File: config.mk
export PLATFORM = sky130hd
export DESIGN_NAME = audio_i2s_serializer
export DESIGN_NICKNAME = d
export VERILOG_FILES = /design/src/rtl/audio_i2s_serializer.sv
export SDC_FILE = /design/constraint.sdc
export NUM_CORES = 1
export LEC_CHECK = 0
export CORE_MARGIN = 2
export CORE_UTILIZATION = 50
export CTS_CLUSTER_DIAMETER = 120
export DETAILED_ROUTE_END_ITERATION = 7
export HOLD_SLACK_MARGIN = 0.03
export PLACE_DENSITY_LB_ADDON = 0.1
export SLEW_MARGIN = 10
export SYNTH_ARGS = -nofsm -noshare
export SYNTH_HDL_FRONTEND = slang
export SYNTH_SLANG_ARGS = --single-unit
export TNS_END_PERCENT = 1
File: constraint.sdc
create_clock -name clk -period 2.3 [get_ports clk]
set_clock_uncertainty 0.05 [all_clocks]
set_input_delay 0.345 -clock clk [delete_from_list [all_inputs] [get_ports clk]]
set_output_delay 0.345 -clock clk [all_outputs]
set_load 0.1 [all_outputs]
File: src/rtl/audio_i2s_serializer.sv
// audio_i2s_serializer: stereo I2S / left-justified serializer for the board audio DAC.
// Latency: a pair accepted in frame N is shifted out in frame N+1 (left MSB 0 (LJ) or 1 (I2S) bck after ws falls).
// Backpressure: one-deep holding buffer; in_ready drops once it is full and reopens only at the next frame load.
// Optional build macro AUDIO_SER_MUTE_EN adds a 'mute' input, sampled at each frame load.
module audio_i2s_serializer #(
    parameter int DATA_W       = 16,
    parameter int SLOT_BITS    = 32,
    parameter int BCK_DIV_LOG2 = 2,
    parameter int I2S_MODE     = 1
) (
    input  logic              clk,
    input  logic              rst_n,
    input  logic [DATA_W-1:0] in_left,
    input  logic [DATA_W-1:0] in_right,
    input  logic              in_valid,
`ifdef AUDIO_SER_MUTE_EN
    input  logic              mute,
`endif
    output logic              in_ready,
    output logic              frame_start,
    output logic              underrun,
    output logic              audio_appsel,
    output logic              audio_sysclk,
    output logic              audio_bck,
    output logic              audio_ws,
    output logic              audio_data
);

    localparam int BIT_W = $clog2(2 * SLOT_BITS);
    localparam int POS_W = $clog2(SLOT_BITS);
    localparam logic [POS_W:0] C_DATA_W = (POS_W + 1)'(DATA_W);

    logic [BCK_DIV_LOG2-1:0] r_div_cnt;
    logic [BIT_W-1:0]        r_bit_cnt;
    logic [DATA_W-1:0]       r_act_l;
    logic [DATA_W-1:0]       r_act_r;
    logic [DATA_W-1:0]       r_hold_l;
    logic [DATA_W-1:0]       r_hold_r;
    logic                    r_hold_vld;
    logic                    r_rdy_en;

    logic                    w_tick;
    logic                    w_frame_load;
    logic                    w_accept;
    logic                    w_lj_bit;
    logic                    w_mute_now;
    logic [POS_W-1:0]        w_pos;
    logic [DATA_W-1:0]       w_chan;
    logic [DATA_W-1:0]       w_shift;

    // tick = bck falling edge (divider wraps); frame load = tick that wraps the bit counter
    assign w_tick       = &r_div_cnt;
    assign w_frame_load = w_tick & (&r_bit_cnt);
    assign w_pos        = r_bit_cnt[POS_W-1:0];

    // r_rdy_en keeps in_ready low while in reset and until the first clock after release
    assign in_ready     = r_rdy_en & (~r_hold_vld | w_frame_load);
    assign w_accept     = in_valid & in_ready;

    assign frame_start  = w_frame_load;
    assign underrun     = w_frame_load & ~r_hold_vld;
    assign audio_appsel = 1'b1;
    assign audio_sysclk = clk;
    assign audio_bck    = r_div_cnt[BCK_DIV_LOG2-1];
    assign audio_ws     = r_bit_cnt[BIT_W-1];

`ifdef AUDIO_SER_MUTE_EN
    logic r_mute;

    // mute is latched only at frame load so a frame is either fully muted or not at all
    always_ff @(posedge clk or negedge rst_n) begin
        if (!rst_n) begin
            r_mute <= 1'b0;
        end else if (w_frame_load) begin
            r_mute <= mute;
        end
    end

    assign w_mute_now = r_mute;
`else
    assign w_mute_now = 1'b0;
`endif

    // free-running bck divider, slot bit counter and post-reset ready enable
    always_ff @(posedge clk or negedge rst_n) begin
        if (!rst_n) begin
            r_div_cnt <= '0;
            r_bit_cnt <= '0;
            r_rdy_en  <= 1'b0;
        end else begin
            r_div_cnt <= r_div_cnt + 1'b1;
            r_rdy_en  <= 1'b1;
            if (w_tick) begin
                r_bit_cnt <= r_bit_cnt + 1'b1;
            end
        end
    end

    // holding buffer and active frame; a load drains the buffer before a same-cycle accept refills it
    always_ff @(posedge clk or negedge rst_n) begin
        if (!rst_n) begin
            r_act_l    <= '0;
            r_act_r    <= '0;
            r_hold_l   <= '0;
            r_hold_r   <= '0;
            r_hold_vld <= 1'b0;
        end else begin
            if (w_frame_load && r_hold_vld) begin
                r_act_l <= r_hold_l;
                r_act_r <= r_hold_r;
            end
            if (w_accept) begin
                r_hold_l   <= in_left;
                r_hold_r   <= in_right;
                r_hold_vld <= 1'b1;
            end else if (w_frame_load) begin
                r_hold_vld <= 1'b0;
            end
        end
    end

    // left-justified bit for the current slot position: MSB first, zero padding past DATA_W
    always_comb begin
        w_chan   = r_bit_cnt[BIT_W-1] ? r_act_r : r_act_l;
        w_shift  = w_chan << w_pos;
        w_lj_bit = 1'b0;
        if (({1'b0, w_pos} < C_DATA_W) && !w_mute_now) begin
            w_lj_bit = w_shift[DATA_W-1];
        end
    end

    generate
        if (I2S_MODE != 0) begin : g_i2s
            logic r_dly;

            // one-bck delay: capture the bit of the slot position that is just ending
            always_ff @(posedge clk or negedge rst_n) begin
                if (!rst_n) begin
                    r_dly <= 1'b0;
                end else if (w_tick) begin
                    r_dly <= w_lj_bit;
                end
            end

            assign audio_data = r_dly;
        end else begin : g_lj
            assign audio_data = w_lj_bit;
        end
    endgenerate

endmodule
==> metrics <==
area of the multi-input gates 1380 sq um; die width 85.2 um; Setup CP Type clk -> out; Worst Setup End Kind output pin; antenna cells 0; Initial Util 0.519; Leak 0.00201 uW; crit-path leading delay family buffers and inverters; initial antenna violation count 0; first-pass GRT wire length 9340 um; core area 6350 sq um; CP max stage cell clkdlybuf4s15_2; CP Cell Sequence clkbuf_8, clkbuf_8, clkdlybuf4s15_2; number of flops mapped to enable cells by yosys 0; final slew viol count 0; CP max stage delay 0.45 ns; Seq. cell area 1880 sq um; most frequent cells after synthesis dfrtp_1, mux2_2, mux2_4; Worst R2R Path Depth 7; Via Count roughly 1800; critical path data arrival time about 1.8 ns; CTS clock-pin slew for the worst setup and hold paths 0.07 ns; number of global-route vias before repair 1871; count leader, synth dfrtp_1; Seq/Total Area, Yosys 0.570; Worst Hold Class in -> async; DP Area 3830 sq um; pre-CTS setup slack -0.185 ns; GP Congestion 0.854; Die Span Y 85.2 um; Relative slew margins 0.640; required time worst endpoint 1.90 ns; Synth cell types 33; Yosys Warn Count 0; row cnt 29; worst vdd ir 1.07 mV; Synth top area share 0.570; via/cell ratio 5.28; drt first pass iters 5; prevailing post-synth register cell dfrtp_1; largest net degree at the start of global routing 33; final std cells w/o fill 346; Yosys top cell by area dfrtp_1; # setup viols final 0; synthesized flop and latch total 75; asr flop ratio synth 1.00; initial drt markers 85; Syn Area/Cell 15.8 sq um; Post-DP HPWL 3800 um; I/O pins 43; # placed instances 323; flop-to-flop setup slack 0.32 ns; clock latency at the later pin of the worst-skew pair 0.44 ns; crit start category clock port; share of post-route cells with drive strength above 1 0.439; Power Density 617 nW/um^2; launch point of the worst path clk; worst-path fanout max 2; Least-Margin Pin Slew ~0.54 ns; RSZ-0062 raised after global routing no; Top cell by count, worst path clkbuf_8; run status finished clean; Routed wire per std cell 16.2 um; Critical R2R Capture r_hold_r[0]; Reg-to-Reg Start r_div_cnt[1]; GRT Resource Usage Total 0.172; post-route ant nets 0; total gr overflow 0; nets 303; final instance area 4080 sq um; layout overhead on the synthesized area 23.9%; DRC viols 0; Routed WL 5610 um; Final TNS setup 0 ns; final core utilization 0.642; Worst Slack Setup Final 0.0805 ns; die area 7250 sq um; Post-Syn Area 3290 sq um; MaxCap Viol Count 0; fillcell total 479; final hold vios 0; PortBufs 41; CTS tree yes; WP buf/inv 3; Gate Count Post-Synth 209; most area-consuming cells after synthesis dfrtp_1, mux2_4, mux2_2
[worst reg2reg max path, cell delays in order (launching register included)]
cell,delay (ns)
dfrtp_4,0.49
ha_4,0.19
nand4_4,0.15
o21ai_4,0.08
buf_4,0.15
nand3_4,0.07
buf_4,0.29
mux2_2,0.39
[logic make-up after synthesis]
kind of cell             synth area share
AO/OA/AOI/OAI                      0.0228
XOR/XNOR                           0.0133
adder cells (fa/ha/maj)           0.00760
buffers and inverters              0.0312
flip-flops                          0.570
multiplexers                        0.310
other                             0.00114
AND/OR/NAND/NOR                    0.0441
[registers in the layout (all words and copies together) (netlist names)]
register,count
r_div_cnt,2
r_hold_l,16
r_hold_r,16
r_act_l,16
audio_data,1
r_act_r,16
r_bit_cnt,6
r_rdy_en,1
r_hold_vld,1
[final cells by class]
cell class / count / area share
sequential: 75 / 0.462
multi-input combinational: 121 / 0.338
timing repair buffer: 53 / 0.127
clock buffer: 17 / 0.0469
tap: 77 / 0.0236
inverter: 2 / 0.00184
clock inverter: 1 / 0.00123
[worst max path at each step]
stage               depth (start not counted)      endpoint  slack, ns
finish                                      3  audio_sysclk       0.08
global placement                            1  audio_sysclk      -0.18
global route                                5      in_ready       0.04
CTS                                         5      in_ready       0.01
detailed placement                          1  audio_sysclk      -0.18
floorplan                                   7    r_act_l[0]       -0.1
[cell usage in the layout, fill, tap and decap left out, types with 2 or more instances in the layout]
master / n
dfrtp_1: 72
mux2_2: 35
clkdlybuf4s50_1: 33
mux2_4: 32
buf_4: 15
clkbuf_8: 12
mux2i_1: 9
nand2_1: 7
clkbuf_1: 4
xnor2_1: 3
mux4_2: 3
a22oi_1: 3
buf_12: 3
and2_2: 2
inv_1: 2
nand3_1: 2
xor2_1: 2
nor2_1: 2
nor2b_1: 2
a21oi_1: 2
conb_1: 2
dfrtp_2: 2
[layer usage]
metal	wire length [um]	GRT usage	vias to the layer above
li1	-	-	848
met1	2660	0.242	926
met2	2580	0.237	43
met3	223	0.0438	9
met4	142	0.110	0
met5	0	0	-
[where the power goes]
group	switching, uW	total, uW	internal (uW)
logic	40.9	95.6	54.7
registers	0.913	1320	1320
clock network	585	1100	514
[metrics by stage]
stage | total power (uW) | hold slack [ns]
2_1_floorplan | 1520 | -0.000591
3_3_place_gp | 1610 | 0.238
3_5_place_dp | 1610 | 0.247
4_1_cts | 2550 | 0.309
5_1_grt | 2610 | 0.337
6_report | 2510 | 0.298
[what timing repair did]
action	in CTS	in global routing
endpoints found under the setup margin	2	1
resized for setup	6	1
endpoints found under the hold margin	16	0
hold buffers	1	0
buffers inserted	0	5
pin swaps	0	2
(Power assumes the default switching activity.)
